<file path="config.mk">
export PLATFORM = sky130hd
export DESIGN_NAME = rggen_bit_field_w_fifo_flat
export DESIGN_NICKNAME = d
export VERILOG_FILES = /design/src/rtl/rggen_bit_field_w_fifo_if.sv /design/src/rtl/rggen_bit_field_w_fifo.sv /design/src/flat_wrapper.sv
export SDC_FILE = /design/constraint.sdc
export NUM_CORES = 1
export LEC_CHECK = 0
export ABC_AREA = 1
export CAP_MARGIN = 25
export CORE_MARGIN = 1
export CORE_UTILIZATION = 40
export DETAILED_ROUTE_END_ITERATION = 10
export PLACE_DENSITY = 0.68
export SLEW_MARGIN = 0
export SYNTH_ARGS = -nofsm -noshare
export SYNTH_HDL_FRONTEND = slang
export SYNTH_SLANG_ARGS = --single-unit
</file>
<file path="constraint.sdc">
create_clock -name i_clk -period 1.7 [get_ports i_clk]
set_clock_uncertainty 0.1 [all_clocks]
set_input_delay 0.425 -clock i_clk [delete_from_list [all_inputs] [get_ports i_clk]]
set_output_delay 0.425 -clock i_clk [all_outputs]
set_load 0.1 [all_outputs]
</file>
<file path="src/rtl/rggen_bit_field_w_fifo_if.sv">
// Software-side bit field access bundle: one access strobe with read/write masks.
// The register block drives it through "master"; the bit field answers through "slave"/"bit_field".
interface rggen_bit_field_if #(
  parameter int WIDTH = 8
);
  logic             valid;
  logic [WIDTH-1:0] read_mask;
  logic [WIDTH-1:0] write_mask;
  logic [WIDTH-1:0] write_data;
  logic [WIDTH-1:0] read_data;
  logic [WIDTH-1:0] value;

  modport master (
    output valid, read_mask, write_mask, write_data,
    input  read_data, value
  );

  modport slave (
    input  valid, read_mask, write_mask, write_data,
    output read_data, value
  );

  modport bit_field (
    input  valid, read_mask, write_mask, write_data,
    output read_data, value
  );
endinterface

</file>
<file path="src/rtl/rggen_bit_field_w_fifo.sv">
// Write-queue bit field: each software write is merged into a shadow value and
// queued; hardware drains the queue with valid/ready. Writes into a full queue set a sticky overflow.
module rggen_bit_field_w_fifo #(
  parameter int               WIDTH         = 8,
  parameter logic [WIDTH-1:0] INITIAL_VALUE = '0,
  parameter int               DEPTH         = 4
) (
  input  logic                       i_clk,
  input  logic                       i_rst_n,
  rggen_bit_field_if.bit_field       bit_field_if,
  output logic                       o_valid,
  input  logic                       i_ready,
  output logic [WIDTH-1:0]           o_data,
  output logic [$clog2(DEPTH+1)-1:0] o_count,
  output logic                       o_full,
  output logic                       o_overflow,
  input  logic                       i_overflow_clear
);
  localparam int PTR_W = (DEPTH > 1) ? $clog2(DEPTH) : 1;
  localparam int CNT_W = $clog2(DEPTH + 1);

  logic [WIDTH-1:0] mem [DEPTH];

  logic [WIDTH-1:0] shadow_q, shadow_d;
  logic [WIDTH-1:0] data_q, data_d;
  logic [PTR_W-1:0] wr_ptr_q, wr_ptr_d;
  logic [PTR_W-1:0] rd_ptr_q, rd_ptr_d;
  logic [CNT_W-1:0] count_q, count_d;
  logic             overflow_q, overflow_d;

  logic [WIDTH-1:0] merged;
  logic             write, pop, push, drop, empty, full;

  function automatic logic [PTR_W-1:0] next_ptr(input logic [PTR_W-1:0] ptr);
    return (ptr == PTR_W'(DEPTH - 1)) ? '0 : ptr + PTR_W'(1);
  endfunction

  assign empty  = (count_q == '0);
  assign full   = (count_q == CNT_W'(DEPTH));
  assign write  = bit_field_if.valid && (bit_field_if.write_mask != '0);
  assign merged = (shadow_q & ~bit_field_if.write_mask)
                | (bit_field_if.write_data & bit_field_if.write_mask);
  assign pop    = !empty && i_ready;
  assign push   = write && (!full || pop);
  assign drop   = write && full && !pop;

  always_comb begin
    shadow_d   = shadow_q;
    wr_ptr_d   = wr_ptr_q;
    rd_ptr_d   = rd_ptr_q;
    count_d    = count_q;
    overflow_d = overflow_q;

    if (push) begin
      shadow_d = merged;
      wr_ptr_d = next_ptr(wr_ptr_q);
    end
    if (pop) begin
      rd_ptr_d = next_ptr(rd_ptr_q);
    end

    case ({push, pop})
      2'b10:   count_d = count_q + CNT_W'(1);
      2'b01:   count_d = count_q - CNT_W'(1);
      default: count_d = count_q;
    endcase

    if (drop) begin
      overflow_d = 1'b1;
    end else if (i_overflow_clear) begin
      overflow_d = 1'b0;
    end

    // Head is registered; when the entry being written becomes the new head
    // (empty queue, or the last entry popped this cycle) take it from the write path.
    if (push && (wr_ptr_q == rd_ptr_d)) begin
      data_d = merged;
    end else begin
      data_d = mem[rd_ptr_d];
    end
  end

  always_ff @(posedge i_clk or negedge i_rst_n) begin
    if (!i_rst_n) begin
      shadow_q   <= INITIAL_VALUE;
      data_q     <= '0;
      wr_ptr_q   <= '0;
      rd_ptr_q   <= '0;
      count_q    <= '0;
      overflow_q <= 1'b0;
    end else begin
      shadow_q   <= shadow_d;
      data_q     <= data_d;
      wr_ptr_q   <= wr_ptr_d;
      rd_ptr_q   <= rd_ptr_d;
      count_q    <= count_d;
      overflow_q <= overflow_d;
    end
  end

  always_ff @(posedge i_clk) begin
    if (push) begin
      mem[wr_ptr_q] <= merged;
    end
  end

  assign bit_field_if.read_data = shadow_q & bit_field_if.read_mask;
  assign bit_field_if.value     = shadow_q;

  assign o_valid    = !empty;
  assign o_full     = full;
  assign o_count    = count_q;
  assign o_data     = data_q;
  assign o_overflow = overflow_q;
endmodule
</file>
<file path="src/flat_wrapper.sv">
// flat-port wrapper written by rule: the top's interface ports become plain ports
module rggen_bit_field_w_fifo_flat 
#(
  parameter int               WIDTH         = 8,
  parameter logic [WIDTH-1:0] INITIAL_VALUE = '0,
  parameter int               DEPTH         = 4
)
  (i_clk, i_rst_n, o_valid, i_ready, o_data, o_count, o_full, o_overflow, i_overflow_clear, bit_field_if_valid, bit_field_if_read_mask, bit_field_if_write_mask, bit_field_if_write_data, bit_field_if_read_data, bit_field_if_value);
  rggen_bit_field_if #(.WIDTH(WIDTH)) bit_field_if_i ();
  input  logic i_clk;
  input  logic i_rst_n;
  output logic o_valid;
  input  logic i_ready;
  output logic [WIDTH-1:0] o_data;
  output logic [$clog2(DEPTH+1)-1:0] o_count;
  output logic o_full;
  output logic o_overflow;
  input  logic i_overflow_clear;
  input wire logic [$bits(bit_field_if_i.valid)-1:0] bit_field_if_valid;
  input wire logic [$bits(bit_field_if_i.read_mask)-1:0] bit_field_if_read_mask;
  input wire logic [$bits(bit_field_if_i.write_mask)-1:0] bit_field_if_write_mask;
  input wire logic [$bits(bit_field_if_i.write_data)-1:0] bit_field_if_write_data;
  output wire logic [$bits(bit_field_if_i.read_data)-1:0] bit_field_if_read_data;
  output wire logic [$bits(bit_field_if_i.value)-1:0] bit_field_if_value;
  assign bit_field_if_i.valid = bit_field_if_valid;
  assign bit_field_if_i.read_mask = bit_field_if_read_mask;
  assign bit_field_if_i.write_mask = bit_field_if_write_mask;
  assign bit_field_if_i.write_data = bit_field_if_write_data;
  assign bit_field_if_read_data = bit_field_if_i.read_data;
  assign bit_field_if_value = bit_field_if_i.value;
  rggen_bit_field_w_fifo #(.WIDTH(WIDTH), .INITIAL_VALUE(INITIAL_VALUE), .DEPTH(DEPTH)) u_core (.i_clk(i_clk), .i_rst_n(i_rst_n), .bit_field_if(bit_field_if_i), .o_valid(o_valid), .i_ready(i_ready), .o_data(o_data), .o_count(o_count), .o_full(o_full), .o_overflow(o_overflow), .i_overflow_clear(i_overflow_clear));
endmodule
</file>
==> reports/qor.yml <==
run_status:
  outcome: "finished, violations left"
  violations: "setup timing"
floorplan:
  coreArea_sq_um: 6760
  rows: 30
  die_w_um: 85.6
  io_pins: 59
  die_h_um: 85.6
  initial_core_util_pct: 41.4
  dieArea_sq_um: 7330
clock_tree:
  cts.sinks: 56
  cts-root-buf: "clkbuf_8"
  cts_hold_buf: 0
  cts_inserted_buffers: 5
  clk_latency_ps: 310
  cts_tree: "yes"
  htreeDepth: 2
  cts_buffer_depth: 2
  path_clk_slew_ps: 100
drt:
  drc_errors: 0
  drt_first_iter_violations: 57
  ant_nets: 0
  vias_per_cell: 4.72
  wl_per_cell_um: 13.0
  first_pass_iters: 4
  dr_total_vias: 2339
  wirelength_mm: 6.43
sta:
  clock.fmax_mhz: 522
  hold_viol: 0
  setup_viol: 31
  min_period_over_period_pct: 113
  max_slew.worst_pin.slew_ps: 842
  slew_headroom_pct: 43.3
  rsz0062_at_grt: "yes"
  fin_ws_ps: -217
  finalCriticalPeriod_ps: 1920
  slew_violations: 0
  fin_hold_ws_ps: 369
yosys:
  ys_seq_elements: 56
  synthCells: 309
  synth-edff-count: 32
  yosysSeqAreaShare_pct: 55.8
  synth.distinct_cells: 25
  dominantRegCellSynth: "edfxtp_1"
  avgSynthCellArea_sq_um: 9.05
  netlist_area_sq_um: 2800
  synth_fp_nets: 344
  async_flop_share_pct: 42.9
  yosysWarnings: 0
power:
  power_density_nw_per_um2: 2030
  vdd_drop_max_uv: 1180
  p_leak_nw: 2.14
  power_mw: 9.27
placed_design:
  gp_congestion: 0.810
  dp_slack_ps: -529
  placed_cell_area_sq_um: 4130
  io_buffers: 58
  dp_hpwl_mm: 4.55
worst_setup_path:
  path_cells: "buf_6, nor3_4, buf_6, buf_12"
  r2r-end: "u_core.o_count[2]"
  r2r_setup_slack_ps: -140
  cp_slowest_stage_delay_ps: 490
  path_common_cell: "buf_6"
  path_buf_inv: 3
  cpLargestDelayFamily: "flip-flops"
  crit_fanout: 2
  cp_slowest_cell: "dfrtp_4"
  end_kind: "output port"
  r2r-start: "u_core.o_count[1]"
  critPathArrivalTime_ps: 1390
  worst-path-stages: 4
  crit_required_ps: 1170
  reg2regPathDepth: 12
  worst_setup_path_start_kind: "flop"
  crit_type: "flop to output port"
job:
  max_cap_viol_count: 0
min_path:
  hold_class: "input pin to async pin"
global_routing:
  antenna_found_initial: 0
  track_usage_pct: 18.6
  grt_pass1_wl_mm: 10.5
  grt_pass1_vias: 2273
  overflow: 0
  grt_start_max_net_pins: 25
cells_and_area:
  diodes: 0
  nets: 450
  syn_to_final_growth_pct: 63.5
  layout-drive-gt1-share_pct: 34.1
  final_core_util_pct: 67.7
  fin_area_sq_um: 4570
## layer usage
layer,vias to the layer above,track usage (%),part of all wire [%]
li1,1187,-,-
met1,1072,22.5,44
met2,69,32.6,50
met3,11,4.91,4.2
met4,0,5.91,2.0
met5,-,0,0
## layout make-up
type	count	area, sq um
repair buffers	101	1330
clock buffers	6	72.6
multi-input cells	186	1150
fillers	506	2180
inverters	65	277
flip-flops and latches	56	1600
well taps	80	100
clock inverters	2	38.8
## registers in the layout, summed over array words and instances (netlist names)
register                   flops
u_core.rd_ptr_q                2
u_core.wr_ptr_q                2
u_core.bit_field_if.value      8
u_core.o_data                  8
u_core.o_count                 3
u_core.o_overflow              1
u_core.mem                    32
## worst max path at each step
stage | start | to
2_1_floorplan | u_core.o_count[2] | u_core.mem[3][0]
3_3_place_gp | bit_field_if_write_mask[4] | u_core.o_count[2]
3_5_place_dp | bit_field_if_write_mask[4] | u_core.o_count[2]
4_1_cts | u_core.o_count[1] | o_full
5_1_grt | u_core.o_count[1] | o_full
6_report | u_core.o_count[1] | o_full
## placed cells by master, fill, tap and decap left out, types with 2 or more instances in the layout
cell,Yosys,layout
dfrtp_1,24,13
edfxtp_1,32,32
buf_4,1,29
ha_1,5,5
nand3_1,40,39
nand4_1,2,2
dfrtp_4,0,11
clkbuf_8,0,5
nand2_8,1,4
nand2_2,6,6
o21ai_0,8,6
buf_12,0,37
buf_6,1,5
nor2_1,20,13
inv_1,63,55
clkdlybuf4s50_1,0,11
nand2_4,6,14
nor2_2,1,3
dlygate4sd2_1,0,17
a21oi_2,0,3
clkinvlp_4,0,8
nor2_4,0,5
o21ai_1,0,2
nand2_1,78,68
a21oi_1,11,8
## per-stage QoR
stage,cells,setup TNS [ps]
after floorplan,309,-38430
after global placement,470,-27940
after detailed placement,470,-30080
after CTS,490,-1630
after global routing,496,-4650
final,496,-1970
## logic make-up after synthesis
family	share of synthesized area, %
AOI/OAI and AO/OA	4.20
xor gates and xnor gates	0.313
adders and majority gates	2.95
buffers and inverters	9.57
DFF	55.8
and+or+nand+nor	27.1
## power by group
group / switching, mW / total [mW] / internal [mW]
clock network: 0.416 / 0.861 / 0.445
logic: 3.80 / 6.17 / 2.37
registers: 0.271 / 2.23 / 1.96
## synth_stat cells (2+ instances only)
master	instances	area, sq um
nor2_1	20	75.1
nand2_4	6	67.6
nand4_1	2	12.5
a21oi_1	11	55.1
nand3_1	40	200
nand2_1	78	293
dfrtp_1	24	601
o21ai_0	8	40.0
edfxtp_1	32	961
ha_1	5	62.6
inv_2	2	7.51
nand2_2	6	37.5
inv_1	63	236
## what timing repair did
item                                    in CTS  in global routing
endpoints found under the hold margin        0                  0
endpoints found under the setup margin      63                 68
pin swaps                                   10                  4
gates resized for setup                     42                 13
setup buffers                                9                  6
gates cloned                                 3                  0
No activity file was read; power rests on OpenSTA's default activity.
